## src/rtl/max7219_pkg.sv

```systemverilog
`default_nettype none
// +----------------------------------------------------------------------+
// | Module   : max7219_pkg                                               |
// | Purpose  : Shared constants and types for the MAX7219 receiver:      |
// |            frame width, register address map, receiver FSM states.  |
// | Revision : 1.0 - initial release                                     |
// +----------------------------------------------------------------------+
package max7219_pkg;

  localparam int FRAME_W = 16;

  localparam logic [3:0] ADDR_NOOP      = 4'h0;
  localparam logic [3:0] ADDR_DIGIT0    = 4'h1;
  localparam logic [3:0] ADDR_DIGIT1    = 4'h2;
  localparam logic [3:0] ADDR_DIGIT2    = 4'h3;
  localparam logic [3:0] ADDR_DIGIT3    = 4'h4;
  localparam logic [3:0] ADDR_DIGIT4    = 4'h5;
  localparam logic [3:0] ADDR_DIGIT5    = 4'h6;
  localparam logic [3:0] ADDR_DIGIT6    = 4'h7;
  localparam logic [3:0] ADDR_DIGIT7    = 4'h8;
  localparam logic [3:0] ADDR_DECODE    = 4'h9;
  localparam logic [3:0] ADDR_INTENSITY = 4'hA;
  localparam logic [3:0] ADDR_SCANLIMIT = 4'hB;
  localparam logic [3:0] ADDR_SHUTDOWN  = 4'hC;
  localparam logic [3:0] ADDR_TEST      = 4'hF;

  // IDLE: CS high. SHIFT: CS low and armed by a seen falling edge.
  // DISARMED: CS low without a seen falling edge (e.g. reset mid-frame).
  typedef enum logic [1:0] {
    ST_IDLE     = 2'd0,
    ST_SHIFT    = 2'd1,
    ST_DISARMED = 2'd2
  } rx_state_t;

endpackage
`default_nettype wire

```

## src/rtl/max7219_if.sv

```systemverilog
`default_nettype none
// +----------------------------------------------------------------------+
// | Module   : max7219_if                                                |
// | Purpose  : MAX7219 serial link bundle.                               |
// |   CS   - chip select, active low (driver -> receiver)                |
// |   CLK  - serial clock, data sampled on rising edge                   |
// |   Din  - serial data, MSB first                                      |
// |   Dout - daisy-chain output (receiver -> next stage)                 |
// |   master: the serial driver side; slave: the receiver side.          |
// | Revision : 1.0 - initial release                                     |
// +----------------------------------------------------------------------+
interface max7219_if;
  logic CS;
  logic CLK;
  logic Din;
  logic Dout;

  modport master (output CS, output CLK, output Din, input Dout);
  modport slave  (input CS, input CLK, input Din, output Dout);
endinterface
`default_nettype wire

```

## src/rtl/max7219_sync_edge.sv

```systemverilog
`default_nettype none
// +----------------------------------------------------------------------+
// | Module   : sync_edge                                                 |
// | Purpose  : STAGES-deep synchronizer with a previous-value flop that  |
// |            produces single-cycle rise/fall pulses.                   |
// |   clk, rst - system clock, async active-high reset                   |
// |   i_d      - asynchronous input                                      |
// |   o_q      - synchronized level                                      |
// |   o_rise   - one-cycle pulse on a synchronized 0->1                  |
// |   o_fall   - one-cycle pulse on a synchronized 1->0                  |
// | Revision : 1.0 - initial release                                     |
// +----------------------------------------------------------------------+
module sync_edge #(
  parameter int STAGES = 2
) (
  input  wire logic clk,
  input  wire logic rst,
  input  wire logic i_d,
  output logic      o_q,
  output logic      o_rise,
  output logic      o_fall
);

  logic [STAGES-1:0] r_sync;
  logic              r_prev;

  always_ff @(posedge clk or posedge rst) begin
    if (rst) begin
      r_sync <= '0;
      r_prev <= 1'b0;
    end else begin
      r_sync <= {r_sync[STAGES-2:0], i_d};
      r_prev <= r_sync[STAGES-1];
    end
  end

  assign o_q    = r_sync[STAGES-1];
  assign o_rise =  r_sync[STAGES-1] & ~r_prev;
  assign o_fall = ~r_sync[STAGES-1] &  r_prev;

endmodule
`default_nettype wire

```

## src/rtl/max7219_receiver.sv

```systemverilog
`default_nettype none
// +----------------------------------------------------------------------+
// | Module   : max7219_receiver                                          |
// | Purpose  : Receiving end of the MAX7219 serial link. Oversamples the |
// |            link with sys_clk, assembles 16-bit frames and mirrors    |
// |            the MAX7219 register file.                                |
// |   sys_clk, rst   - system clock, async active-high reset             |
// |   bus (slave)    - CS/CLK/Din in, Dout daisy-chain out               |
// |   rows           - 8 digit registers, digit k at [8k+7:8k]           |
// |   decode_mode, intensity, scan_limit, shutdown_n, display_test       |
// |   frame_valid    - one-cycle strobe per latched frame                |
// |   frame_addr/data- address/data of the last latched frame            |
// |   frame_err      - one-cycle strobe on a short frame                 |
// | Revision : 1.0 - initial release                                     |
// +----------------------------------------------------------------------+
module max7219_receiver
  import max7219_pkg::*;
#(
  parameter int SYNC_STAGES = 2
) (
  input  wire logic  sys_clk,
  input  wire logic  rst,
  max7219_if.slave   bus,
  output logic [63:0] rows,
  output logic [7:0]  decode_mode,
  output logic [3:0]  intensity,
  output logic [2:0]  scan_limit,
  output logic        shutdown_n,
  output logic        display_test,
  output logic        frame_valid,
  output logic [3:0]  frame_addr,
  output logic [7:0]  frame_data,
  output logic        frame_err
);

  logic w_cs_q, w_cs_rise, w_cs_fall;
  logic w_clk_q_unused, w_clk_rise, w_clk_fall;

  sync_edge #(.STAGES(SYNC_STAGES)) u_sync_cs (
    .clk    (sys_clk),
    .rst    (rst),
    .i_d    (bus.CS),
    .o_q    (w_cs_q),
    .o_rise (w_cs_rise),
    .o_fall (w_cs_fall)
  );

  sync_edge #(.STAGES(SYNC_STAGES)) u_sync_clk (
    .clk    (sys_clk),
    .rst    (rst),
    .i_d    (bus.CLK),
    .o_q    (w_clk_q_unused),
    .o_rise (w_clk_rise),
    .o_fall (w_clk_fall)
  );

  // Din goes through the same depth as CLK so the sampled bit lines up
  // with the detected CLK rising edge.
  logic [SYNC_STAGES-1:0] r_din_sync;
  logic                   w_din;

  always_ff @(posedge sys_clk or posedge rst) begin
    if (rst) r_din_sync <= '0;
    else     r_din_sync <= {r_din_sync[SYNC_STAGES-2:0], bus.Din};
  end

  assign w_din = r_din_sync[SYNC_STAGES-1];

  rx_state_t          r_state;
  logic [FRAME_W-1:0] r_shreg;
  logic [4:0]         r_bitcnt;
  logic               r_dout;
  logic [63:0]        r_rows;
  logic [7:0]         r_decode;
  logic [3:0]         r_intensity;
  logic [2:0]         r_scan;
  logic               r_shutdown_n;
  logic               r_test;
  logic               r_fvalid;
  logic               r_ferr;
  logic [3:0]         r_faddr;
  logic [7:0]         r_fdata;

  logic [3:0] w_addr;
  logic [7:0] w_data;
  logic [3:0] w_addr_m1;
  logic [2:0] w_digit;
  logic       w_clk_accept;

  assign w_addr       = r_shreg[11:8];
  assign w_data       = r_shreg[7:0];
  assign w_addr_m1    = w_addr - 4'd1;
  assign w_digit      = w_addr_m1[2:0];
  // CS rising shows up as w_cs_q = 1, so a coincident CLK edge is dropped.
  assign w_clk_accept = w_clk_rise & ~w_cs_q;

  always_ff @(posedge sys_clk or posedge rst) begin
    if (rst) begin
      r_state      <= ST_DISARMED;
      r_shreg      <= '0;
      r_bitcnt     <= '0;
      r_dout       <= 1'b0;
      r_rows       <= '0;
      r_decode     <= '0;
      r_intensity  <= '0;
      r_scan       <= '0;
      r_shutdown_n <= 1'b0;
      r_test       <= 1'b0;
      r_fvalid     <= 1'b0;
      r_ferr       <= 1'b0;
      r_faddr      <= '0;
      r_fdata      <= '0;
    end else begin
      r_fvalid <= 1'b0;
      r_ferr   <= 1'b0;
      case (r_state)
        ST_IDLE: begin
          if (w_cs_fall) begin
            r_shreg  <= '0;
            r_bitcnt <= '0;
            r_state  <= ST_SHIFT;
          end
        end

        ST_SHIFT: begin
          if (w_clk_fall) r_dout <= r_shreg[FRAME_W-1];
          if (w_cs_rise) begin
            r_state <= ST_IDLE;
            if (r_bitcnt == 5'(FRAME_W)) begin
              r_fvalid <= 1'b1;
              r_faddr  <= w_addr;
              r_fdata  <= w_data;
              case (w_addr)
                ADDR_DIGIT0, ADDR_DIGIT1, ADDR_DIGIT2, ADDR_DIGIT3,
                ADDR_DIGIT4, ADDR_DIGIT5, ADDR_DIGIT6, ADDR_DIGIT7:
                  r_rows[{w_digit, 3'b000} +: 8] <= w_data;
                ADDR_DECODE:    r_decode     <= w_data;
                ADDR_INTENSITY: r_intensity  <= w_data[3:0];
                ADDR_SCANLIMIT: r_scan       <= w_data[2:0];
                ADDR_SHUTDOWN:  r_shutdown_n <= w_data[0];
                ADDR_TEST:      r_test       <= w_data[0];
                default: ;  // no-op and the unused 0xD/0xE
              endcase
            end else begin
              r_ferr <= 1'b1;
            end
          end else if (w_clk_accept) begin
            // Over-long frames keep only the newest 16 bits.
            r_shreg <= {r_shreg[FRAME_W-2:0], w_din};
            if (r_bitcnt != 5'(FRAME_W)) r_bitcnt <= r_bitcnt + 5'd1;
          end
        end

        ST_DISARMED: begin
          if (w_cs_q) r_state <= ST_IDLE;
        end

        default: r_state <= ST_DISARMED;
      endcase
    end
  end

  assign bus.Dout     = r_dout;
  assign rows         = r_rows;
  assign decode_mode  = r_decode;
  assign intensity    = r_intensity;
  assign scan_limit   = r_scan;
  assign shutdown_n   = r_shutdown_n;
  assign display_test = r_test;
  assign frame_valid  = r_fvalid;
  assign frame_err    = r_ferr;
  assign frame_addr   = r_faddr;
  assign frame_data   = r_fdata;

endmodule
`default_nettype wire

```

## src/flat_wrapper.sv

```systemverilog
// flat-port wrapper written by rule: the top's interface ports become plain ports
module max7219_receiver_flat import max7219_pkg::*;
#(
  parameter int SYNC_STAGES = 2
)
  (sys_clk, rst, rows, decode_mode, intensity, scan_limit, shutdown_n, display_test, frame_valid, frame_addr, frame_data, frame_err, bus_CS, bus_CLK, bus_Din, bus_Dout);
  max7219_if bus_i ();
  input  wire logic sys_clk;
  input  wire logic rst;
  output logic [63:0] rows;
  output logic [7:0] decode_mode;
  output logic [3:0] intensity;
  output logic [2:0] scan_limit;
  output logic shutdown_n;
  output logic display_test;
  output logic frame_valid;
  output logic [3:0] frame_addr;
  output logic [7:0] frame_data;
  output logic frame_err;
  input wire logic [$bits(bus_i.CS)-1:0] bus_CS;
  input wire logic [$bits(bus_i.CLK)-1:0] bus_CLK;
  input wire logic [$bits(bus_i.Din)-1:0] bus_Din;
  output wire logic [$bits(bus_i.Dout)-1:0] bus_Dout;
  assign bus_i.CS = bus_CS;
  assign bus_i.CLK = bus_CLK;
  assign bus_i.Din = bus_Din;
  assign bus_Dout = bus_i.Dout;
  max7219_receiver #(.SYNC_STAGES(SYNC_STAGES)) u_core (.sys_clk(sys_clk), .rst(rst), .bus(bus_i), .rows(rows), .decode_mode(decode_mode), .intensity(intensity), .scan_limit(scan_limit), .shutdown_n(shutdown_n), .display_test(display_test), .frame_valid(frame_valid), .frame_addr(frame_addr), .frame_data(frame_data), .frame_err(frame_err));
endmodule
```

## config.mk

```make
export PLATFORM = sky130hd
export DESIGN_NAME = max7219_receiver_flat
export DESIGN_NICKNAME = d
export VERILOG_FILES = /design/src/rtl/max7219_pkg.sv /design/src/rtl/max7219_if.sv /design/src/rtl/max7219_sync_edge.sv /design/src/rtl/max7219_receiver.sv /design/src/flat_wrapper.sv
export SDC_FILE = /design/constraint.sdc
export NUM_CORES = 1
export LEC_CHECK = 0
export BUFFER_PORTS_ARGS = -buffer_cell sky130_fd_sc_hd__buf_2
export CAP_MARGIN = 20
export CORE_UTILIZATION = 40
export DETAILED_ROUTE_END_ITERATION = 6
export SLEW_MARGIN = 10
export SYNTH_ARGS = -nofsm -noshare
export SYNTH_HDL_FRONTEND = slang
export SYNTH_SLANG_ARGS = --single-unit
export TNS_END_PERCENT = 50
```

## constraint.sdc

```tcl
create_clock -name sys_clk -period 10.9 [get_ports sys_clk]
set_input_delay 2.18 -clock sys_clk [delete_from_list [all_inputs] [get_ports sys_clk]]
set_output_delay 2.18 -clock sys_clk [all_outputs]
set_load 0.1 [all_outputs]
```

# Word-level counts from Yosys, hierarchy flattened

Index checks and enable logic that the tools add are counted.

Logic and storage cells: 90
Register bits after elaboration: 127
Bits of input ports: 5

Add/subtract/negate cells: 3
Bitwise operators: 9
Shift-type cells: 2
Mux-type cells: 20
Reduce and logical (&&, ||, !) cells: 14
Equality and inequality tests: 23

Operator list:

| operator                                             | number |
|---|---|
| bitwise mux 64 bit                                   | 1 |
| variable shift 8 x 8 -> 64 bit, first input constant | 1 |
| indexed part select 8 x 8 -> 64 bit                  | 1 |
| two-way mux 16 bit                                   | 3 |
| case mux 16 bit (2 select lines)                     | 1 |
| AND reduction 4 bit                                  | 7 |
| == test 4 bit, second input constant                 | 6 |
| two-way mux 5 bit                                    | 4 |
| == test 4 x 3 -> 1 bit, second input constant        | 4 |
| case mux 5 bit (2 select lines)                      | 1 |
| == test 4 x 2 -> 1 bit, second input constant        | 2 |
| != test 2 bit, second input constant                 | 4 |
| negation 6 -> 8 bit                                  | 1 |
| OR reduction 8 bit                                   | 1 |
| two-way mux 1 bit                                    | 6 |
| two-way mux 2 bit                                    | 3 |
| case mux 2 bit (3 select lines)                      | 1 |
| AND reduction 3 bit                                  | 2 |
| adder 5 x 1 -> 5 bit, second input constant          | 1 |
| bitwise AND 1 bit                                    | 5 |
| == test 5 bit, second input constant                 | 1 |
| != test 5 bit, second input constant                 | 1 |
| AND reduction 5 bit                                  | 1 |
| == test 4 x 1 -> 1 bit, second input constant        | 1 |
| other kinds (8)                                      | 12 |

# Longest topological paths before layout

Gate-level depths: netlist of run 1.

Word-level depth: 6
Mapped depth: 10

# By module

A second synthesis of run 1 with hierarchy kept.

Cell total of the unflattened synthesis: 389
Area total of the unflattened synthesis: 5371.4 um^2

By module, submodules not included:

| module           | sequential area each (um^2) | area each (um^2) | times used | cells an instance |
|---|---|---|---|---|
| max7219_receiver | 3029.2                      | 5183.7           | 1          | 377 |
| sync_edge        | 75.1                        | 93.8             | 2          | 6 |

# Worst setup path before layout of run 1

OpenSTA, ideal clock, no wires.

Kind: register -> output
Start point: register u_core.r_rows[10], in the netlist u_core.rows[10]
End point: output rows[10]
Path slack: 7823 ps
Buffers on the path: 0
Cell stages (with the launch flop): 1
Arrival time: 897 ps
Data required time: 8720 ps
Path through: dfrtp_1

RTL lines:

| item                              | RTL line                | source |
|---|---|---|
| from (decl)                       | max7219_receiver.sv:73  | `logic [63:0] r_rows;` |
| from (signal, indexed assignment) | max7219_receiver.sv:136 | `r_rows[{w_digit, 3'b000} +: 8] <= w_data;` |
| to (decl)                         | flat_wrapper.sv:10      | `output logic [63:0] rows;` |

No word-level cell between the ends.

# Final worst setup path of run 1

Start point: register u_core.r_test, in the netlist u_core.display_test
End point: output display_test

RTL lines:

| item                   | RTL line                | source |
|---|---|---|
| from (decl)            | max7219_receiver.sv:78  | `logic r_test;` |
| from (signal assigned) | max7219_receiver.sv:141 | `ADDR_TEST: r_test <= w_data[0];` |
| to (decl)              | flat_wrapper.sv:15      | `output logic display_test;` |

No word-level cell between the ends.

==> reports/summary.txt, run 1 <==
Clock skew -> 9.69 ps
Setup TNS -> 0 ps
CP Buf/Inv Count -> 1
CTS buffer count -> 17
Fin crit period -> 3420 ps
Mapped Cells -> 467
Pwr Density -> 171 nW/um^2
CP Max Fanout -> 2
Global-route wire length before repair -> 20100 um
Synthesized net count -> 483
Post-synth cell types -> 43
CP delay by family, top -> buffers and inverters
Highest clock rate -> 0.293 GHz
Die height -> 119 um
Post-synth EDFFs -> 0
Vias in the first global route -> 3660
# IOs -> 101
Cts hold-fix bufs -> 0
# rows -> 42
Synth Warn # -> 0
Clk Latency, worst-skew pair -> 430 ps
Crit share post-route -> 31.3%
CP endpoint kind -> primary output
WHS -> 347 ps
Clk slew on worst S/H paths -> 50 ps
Core area -> 13300 sq um
Primary FF master, synth -> dfrtp_1
CP arrival -> 1240 ps
WHS Path Cells -> 0
Die ar. -> 14200 sq um
Fillers -> 1227
Post-DR wirelength/cell -> 16.3 um
Vias after detailed routing -> 3661
Routed wire length -> 12300 um
Initial antenna violation count -> 0
Seq cells post-synth -> 127
Outcome -> finished clean
Max cap viols -> 0
Postcts setup bufs -> 0
Hold Path End -> u_core.u_sync_cs.r_sync[1]$_DFF_PP0_
Hold Fails Final Rpt -> 0
Critical-path cell list -> buf_2
# DRC -> 0
Number of vias per cell -> 4.87
Area grow syn2layout -> 23.7%
Slew @ Worst Pin -> 1050 ps
Placer Congestion -> 0.736
Largest net degree at the start of global routing -> 79
CTS Sinks -> 127
Port Buffer Count -> 100
Average cell area after synthesis -> 11.8 sq um
N_diodes -> 0
Nets@finish -> 579
Max-slew violation count -> 0
Startpoint types -> flop
Grt ovf -> 0
GRT Total Usage -> 18.7%
Worst hold start -> u_core.u_sync_cs.r_sync[0]$_DFF_PP0_
Slowest CP cell -> buf_2
Iter 0 DRT Violations -> 246
Die X -> 119 um
H-tree depth -> 4
Post-CTS sizing -> 0
Max stage delay on crit path -> 440 ps
Worst R2R End -> u_core.rows[41]$_DFFE_PP0P_
Final setup fails -> 0
Flop2flop setup slack -> 7880 ps
WS Path Type -> reg -> out
Min-Delay Path Class -> reg -> reg
Mapped cell area -> 5500 sq um
Max-slew headroom -> 29.9%
R2R depth -> 7
Starting density of the core -> 41.3%
Layout cells sized above 1 -> 34.2%
CTS Root Cell -> clkbuf_16
Asr flop ratio synth -> 100%
Leakage -> 0.00342 uW
RR Startpoint -> u_core.r_shreg[8]$_DFFE_PP0P_
Final ANT Viol Nets -> 0
RSZ-0062 raised after global routing -> no
Worst path required time -> 8720 ps
Peak supply drop -> 0.000136 V
Clock Path Buffers -> 2
Post-synthesis sequential area ratio -> 57.9%
CTS tree -> built
Hpwl dp -> 7960 um
TritonRoute pass-1 iters -> 4
-- placed cells by master, fill, tap and decap left out, types with 2 or more instances in the layout --
cell,n
buf_2,100
clkbuf_16,17
clkinv_4,4
mux2_1,2
and3_1,3
nor4_4,6
nand2b_1,7
dfrtp_1,126
a21oi_1,3
clkinvlp_4,2
o31ai_1,2
nor2b_1,3
and2_1,10
mux2i_1,33
nor3b_1,3
bufinv_16,5
clkinv_2,3
nand3_1,4
nor2_1,2
ha_1,11
nand2_1,97
nand4_1,2
mux2_2,48
o21ai_0,20
inv_1,38
or4_1,2
nor3_1,2
buf_4,2
-- routing by layer --
metal	up-vias	part of all wire, %	track usage [%]
li1	1731	-	-
met1	1826	45	24.3
met2	86	48	28.9
met3	18	5.1	5.84
met4	0	1.9	7.91
met5	-	0	0
-- per-stage QoR --
stage                     total power [uW]  area, sq um  instances  worst slack [ps]  utilization, %
after floorplan                        529         5500        467              5340               -
after global placement                 543         6120        719              7170            46.0
after detailed placement               545         6120        719              7120            46.0
after CTS                             1170         6770        751              7450            50.9
after global routing                  1200         6800        752              7340            51.1
final                                 1160         6800        752              7480            51.1
-- cells in the mapped netlist, types with 2 or more instances --
cell	instances	share of area (%)
mux2i_1	33	6.0
inv_1	39	2.7
nand4_1	2	0.23
and3_1	3	0.34
and2_1	10	1.1
a21oi_1	3	0.27
o31ai_1	2	0.27
nand3_1	4	0.36
buf_4	2	0.27
clkbuf_1	17	1.2
nor2_1	2	0.14
o21ai_0	20	1.8
mux2_1	2	0.41
buf_1	3	0.20
buf_2	2	0.18
mux2_2	48	9.8
nand2_1	97	6.6
nand2b_1	7	0.80
or4_1	2	0.27
nor3b_1	3	0.41
dfrtp_1	126	57
nor2b_1	3	0.34
nor3_1	2	0.18
ha_1	11	2.5
nor4_4	6	2.3
-- power by group --
group          internal, uW  switching [uW]  leakage (uW)
clock network           411             211      0.000316
logic                  12.4            25.9       0.00136
registers               480            20.1       0.00175
total                   903             257       0.00342
-- cell type report --
type,count,area [sq um],area share (%)
inverter,40,153,2.25
clock inverter,14,215,3.17
timing repair buffer,103,543,7.99
sequential,127,3180,46.8
multi-input combinational,274,2050,30.1
tap,176,220,3.24
clock buffer,18,439,6.46
-- registers in the layout (all words and copies together), names as in the netlist, 2 cells and up --
name	count
u_core.frame_data	8
u_core.u_sync_clk.r_sync	2
u_core.r_bitcnt	5
u_core.decode_mode	8
u_core.r_shreg	16
u_core.scan_limit	3
u_core.u_sync_cs.r_sync	2
u_core.r_din_sync	2
u_core.intensity	4
u_core.rows	64
u_core.frame_addr	4
u_core.r_state	2
-- cell families after synthesis --
kind of cell	share of synthesized area [%]
flops	57.9
xor+xnor	0.159
mux	16.3
buf+inv	4.85
compound gates	3.55
simple gates	14.8
fa+ha+maj	2.50
-- worst max-delay path by stage --
stage          slack (ps)                             from                               endpoint  depth (start not counted)
5_1_grt              7340                              rst         u_core.r_shreg[14]$_DFFE_PP0P_                          3
4_1_cts              7450  u_core.display_test$_DFFE_PP0P_                           display_test                          1
6_report             7480  u_core.display_test$_DFFE_PP0P_                           display_test                          1
3_5_place_dp         7120                              rst  u_core.u_sync_clk.r_sync[0]$_DFF_PP0_                          3
3_3_place_gp         7170                              rst       u_core.frame_data[0]$_DFFE_PP0P_                          3
2_1_floorplan        5340                              rst            u_core.bus.Dout$_DFFE_PP0P_                          1
(Power assumes the default switching activity.)
==> run 2: changes to the inputs <==
==> constraint.sdc (replaced) <==
create_clock -name sys_clk -period 3.5 [get_ports sys_clk]
set_input_delay 0.7 -clock sys_clk [delete_from_list [all_inputs] [get_ports sys_clk]]
set_output_delay 0.7 -clock sys_clk [all_outputs]
set_load 0.1 [all_outputs]
==> reports/summary.txt, run 2 (synthesis results as in run 1) <==
RSZ-0062 raised after global routing -> no
Port Buffer Count -> 100
CP Launch Point -> u_core.r_shreg[8]$_DFFE_PP0P_
Die height -> 119 um
Max cap viols -> 0
CP arrival -> 3230 ps
Post-Place Worst Slack -> 561 ps
WS Path Type -> reg -> reg
TritonRoute pass-1 iters -> 4
# IOs -> 101
Highest clock rate -> 0.342 GHz
CTS Root Cell -> clkbuf_16
Placer Congestion -> 0.772
CP Buf/Inv Count -> 1
Fin crit period -> 2930 ps
Largest net degree at the start of global routing -> 128
Hpwl dp -> 7970 um
CTS buffer count -> 17
Setup WS post-layout -> 574 ps
Initial antenna violation count -> 0
Global-route wire length before repair -> 19800 um
CTS tree -> built
Critical-path cell list -> inv_1 -> ha_1 -> a2111oi_2 -> a2bb2oi_4 -> or4_1 -> mux2_2
Clk Latency, worst-skew pair -> 430 ps
Iter 0 DRT Violations -> 179
Die ar. -> 14200 sq um
# rows -> 42
Slowest CP cell -> dfrtp_1
Startpoint types -> flop
Cts hold-fix bufs -> 0
GRT Total Usage -> 18.5%
Pwr Density -> 489 nW/um^2
CP delay by family, top -> compound AO/OA/AOI/OAI gates
Die X -> 119 um
Max-slew headroom -> 35.9%
Final setup fails -> 0
Outcome -> finished clean
Crit share post-route -> 83.6%
Max-slew violation count -> 0
Layout cells sized above 1 -> 34.5%
Peak supply drop -> 0.000270 V
Grt ovf -> 0
Area grow syn2layout -> 22.1%
Commonest cells after routing, fill and taps aside -> 126 x dfrtp_1, 100 x buf_2, 97 x nand2_1
Slew @ Worst Pin -> 962 ps
Post-CTS sizing -> 0
Clk slew on worst S/H paths -> 60 ps
Worst path required time -> 3810 ps
# DRC -> 0
Clock Path Buffers -> 2
Number of vias per cell -> 4.82
Leakage -> 0.00337 uW
N_diodes -> 0
Vias in the first global route -> 3808
Core area -> 13300 sq um
CTS Sinks -> 127
Worst hold start -> u_core.r_din_sync[0]$_DFF_PP0_
Hold Fails Final Rpt -> 0
Commonest non-fill, non-tap cell in the layout -> dfrtp_1
Vias after detailed routing -> 3638
Postcts setup bufs -> 0
Max stage delay on crit path -> 540 ps
Clock skew -> 9.98 ps
CP endpoint kind -> flop
RR Startpoint -> u_core.r_shreg[8]$_DFFE_PP0P_
Min-Delay Path Class -> reg -> reg
Max reg flops -> 64
CP Max Fanout -> 11
Final ANT Viol Nets -> 0
Setup TNS -> 0 ps
H-tree depth -> 4
Starting density of the core -> 41.3%
Nets@finish -> 582
Post-DR wirelength/cell -> 16.2 um
Routed wire length -> 12200 um
==> run 2: cell types whose count changed in the layout (fill, tap and decap cells not counted), sizes merged <==
cell / change
clkinv: -1
clkinvlp: +3
buf: +3
bufinv: -5
inv: +3
==> run 2: worst register-to-register path, stage by stage (launching register included) <==
cell	delay, ps
dfrtp_1	540
inv_1	230
ha_1	320
a2111oi_2	510
a2bb2oi_4	430
or4_1	410
mux2_2	380
==> run 2: area by class of cell <==
class                           instances  area (sq um)
Clock buffer                           18           439
Inverter                               40           154
Tap cell                              176           220
Sequential cell                       127          3180
Multi-Input combinational cell        274          2050
Clock inverter                         14           110
Fill cell                            1207          6590
Timing Repair Buffer                  106           558
==> run 2: stage by stage <==
| step | hold slack [ps] | cell area, sq um | util (%) | power [uW] | instances |
|---|---|---|---|---|---|
| CTS | 349 | 6710 | 50.5 | 3320 | 755 |
| finish | 348 | 6710 | 50.5 | 3280 | 755 |
| global route | 355 | 6710 | 50.5 | 3400 | 755 |
| global placement | 334 | 6160 | 46.3 | 1690 | 723 |
| detailed placement | 336 | 6160 | 46.3 | 1700 | 723 |
| floorplan | 331 | 5500 | - | 1650 | 467 |
==> run 2: where the power goes <==
part / leakage, uW / switching, uW / internal, uW
sequential: 0.00175 / 59.6 / 1490
combinational: 0.00136 / 79.9 / 36.9
clock: 0.000260 / 683 / 931
total: 0.00337 / 823 / 2460
==> run 2: worst paths after layout <==
path / end / slack, ps / depth (start not counted)
worst max-delay path: u_core.rows[39]$_DFFE_PP0P_ / 570 / 6
worst min-delay path: u_core.r_din_sync[1]$_DFF_PP0_ / 350 / 0
worst max register to register: u_core.rows[39]$_DFFE_PP0P_ / 570 / 6
worst min register to register: u_core.r_din_sync[1]$_DFF_PP0_ / 350 / 0
max in group asynchronous: u_core.r_shreg[8]$_DFFE_PP0P_ / 2500 / 3
min in group asynchronous: u_core.rows[62]$_DFFE_PP0P_ / 430 / 3
==> run 2: layer usage <==
metal	wire length, um	part of all wire (%)	up-vias	track usage [%]
li1	-	-	1732	-
met1	5510	45	1815	23.6
met2	5960	49	74	29.4
met3	515	4.2	17	4.84
met4	234	1.9	0	8.47
met5	0	0	-	0
==> run 3: changes to the inputs <==
==> constraint.sdc (replaced) <==
create_clock -name sys_clk -period 2.9 [get_ports sys_clk]
set_input_delay 0.58 -clock sys_clk [delete_from_list [all_inputs] [get_ports sys_clk]]
set_output_delay 0.58 -clock sys_clk [all_outputs]
set_load 0.1 [all_outputs]
==> reports/summary.txt, run 3 (synthesis results as in run 1) <==
CTS tree -> built
Routed wire length -> 12200 um
Max cap viols -> 0
Die ar. -> 14200 sq um
Port Buffer Count -> 100
Fin crit period -> 2700 ps
Hold Fails Final Rpt -> 0
Final ANT Viol Nets -> 0
Post-Place Worst Slack -> 224 ps
Worst path required time -> 3200 ps
Clk Latency, worst-skew pair -> 420 ps
Final setup fails -> 0
Commonest cells after routing, fill and taps aside -> 126 x dfrtp_1, 100 x buf_2, 97 x nand2_1
Crit share post-route -> 93.1%
Placer Congestion -> 0.766
Hpwl dp -> 7950 um
Iter 0 DRT Violations -> 159
Startpoint types -> flop
R2R depth -> 7
Leakage -> 0.00345 uW
Layout Cells excl Fill -> 761
Vias in the first global route -> 3757
Nets@finish -> 588
Die height -> 119 um
Initial antenna violation count -> 0
Min-Delay Path Class -> in -> reg
CTS Sinks -> 127
Global-route wire length before repair -> 20000 um
Max-slew headroom -> 33.3%
Highest clock rate -> 0.370 GHz
# DRC -> 0
CP arrival -> 3000 ps
Clock Path Buffers -> 2
Max-slew violation count -> 0
GRT Total Usage -> 18.8%
Slew @ Worst Pin -> 1000 ps
Setup WS post-layout -> 200 ps
CP endpoint kind -> flop
Cells after DPL -> 729
Cts hold-fix bufs -> 0
WHS Path Cells -> 1
Area grow syn2layout -> 24.3%
Pwr Density -> 621 nW/um^2
Number of vias per cell -> 4.83
Clock skew -> 6.11 ps
Largest net degree at the start of global routing -> 128
TritonRoute pass-1 iters -> 4
Postcts setup bufs -> 0
Outcome -> finished clean
H-tree depth -> 4
RSZ-0062 raised after global routing -> no
Commonest non-fill, non-tap cell in the layout -> dfrtp_1
Max reg flops -> 64
CTS buffer count -> 17
WS Path Type -> reg -> reg
CP Max Fanout -> 12
Post-DR wirelength/cell -> 16.0 um
Post-CTS sizing -> 0
Peak supply drop -> 0.000330 V
Setup TNS -> 0 ps
# IOs -> 101
Grt ovf -> 0
Layout cells sized above 1 -> 35.0%
N_diodes -> 0
Vias after detailed routing -> 3672
# rows -> 42
Core area -> 13300 sq um
Die X -> 119 um
CTS Root Cell -> clkbuf_16
Clk slew on worst S/H paths -> 50 ps
Starting density of the core -> 41.3%
==> run 3: stage by stage <==
step	instance area [sq um]	hold WS [ps]	utilization, %	total power (uW)
2_1_floorplan	5500	331	-	1990
3_5_place_dp	6210	337	46.7	2050
3_3_place_gp	6210	334	46.7	2040
6_report	6830	269	51.4	4240
4_1_cts	6830	247	51.4	4310
5_1_grt	6830	250	51.4	4400
==> run 3: path summary, 6_finish.rpt <==
path                                                              end  slack, ps                            startpoint
worst max-delay path                      u_core.rows[32]$_DFFE_PP0P_        200         u_core.r_shreg[9]$_DFFE_PP0P_
worst min-delay path            u_core.u_sync_clk.r_sync[0]$_DFF_PP0_        270                               bus_CLK
worst max register to register            u_core.rows[32]$_DFFE_PP0P_        200         u_core.r_shreg[9]$_DFFE_PP0P_
worst min register to register   u_core.u_sync_cs.r_sync[1]$_DFF_PP0_        350  u_core.u_sync_cs.r_sync[0]$_DFF_PP0_
max in group asynchronous           u_core.u_sync_cs.r_prev$_DFF_PP0_       2010                                   rst
min in group asynchronous                 u_core.rows[14]$_DFFE_PP0P_        310                                   rst
==> run 3: per-layer routing <==
layer,part of all wire (%),global-route usage (%),vias to the layer above
met2,49,30.1,74
met4,1.7,8.31,0
met5,0,0,-
met1,45,23.8,1835
met3,4.2,5.27,15
li1,-,-,1748
==> run 3: final cells by class <==
cell class                      instances  area (sq um)
Inverter                               40           154
Clock inverter                          9           129
Multi-Input combinational cell        274          2050
Clock buffer                           23           498
Timing Repair Buffer                  112           603
Sequential cell                       127          3180
Tap cell                              176           220
Fill cell                            1190          6460
==> run 3: critical path, stage by stage, from the launching register on <==
cell and delay [ps]:
dfrtp_1 440, inv_1 150, ha_1 250, xnor2_1 160, ha_1 490, nand4b_1 120
or4_1 620, mux2_2 350
==> run 3: where the power goes <==
group / total, uW / internal (uW) / switching (uW)
sequential: 1870 / 1800 / 71.2
combinational: 142 / 45.3 / 96.3
clock: 2230 / 1460 / 764
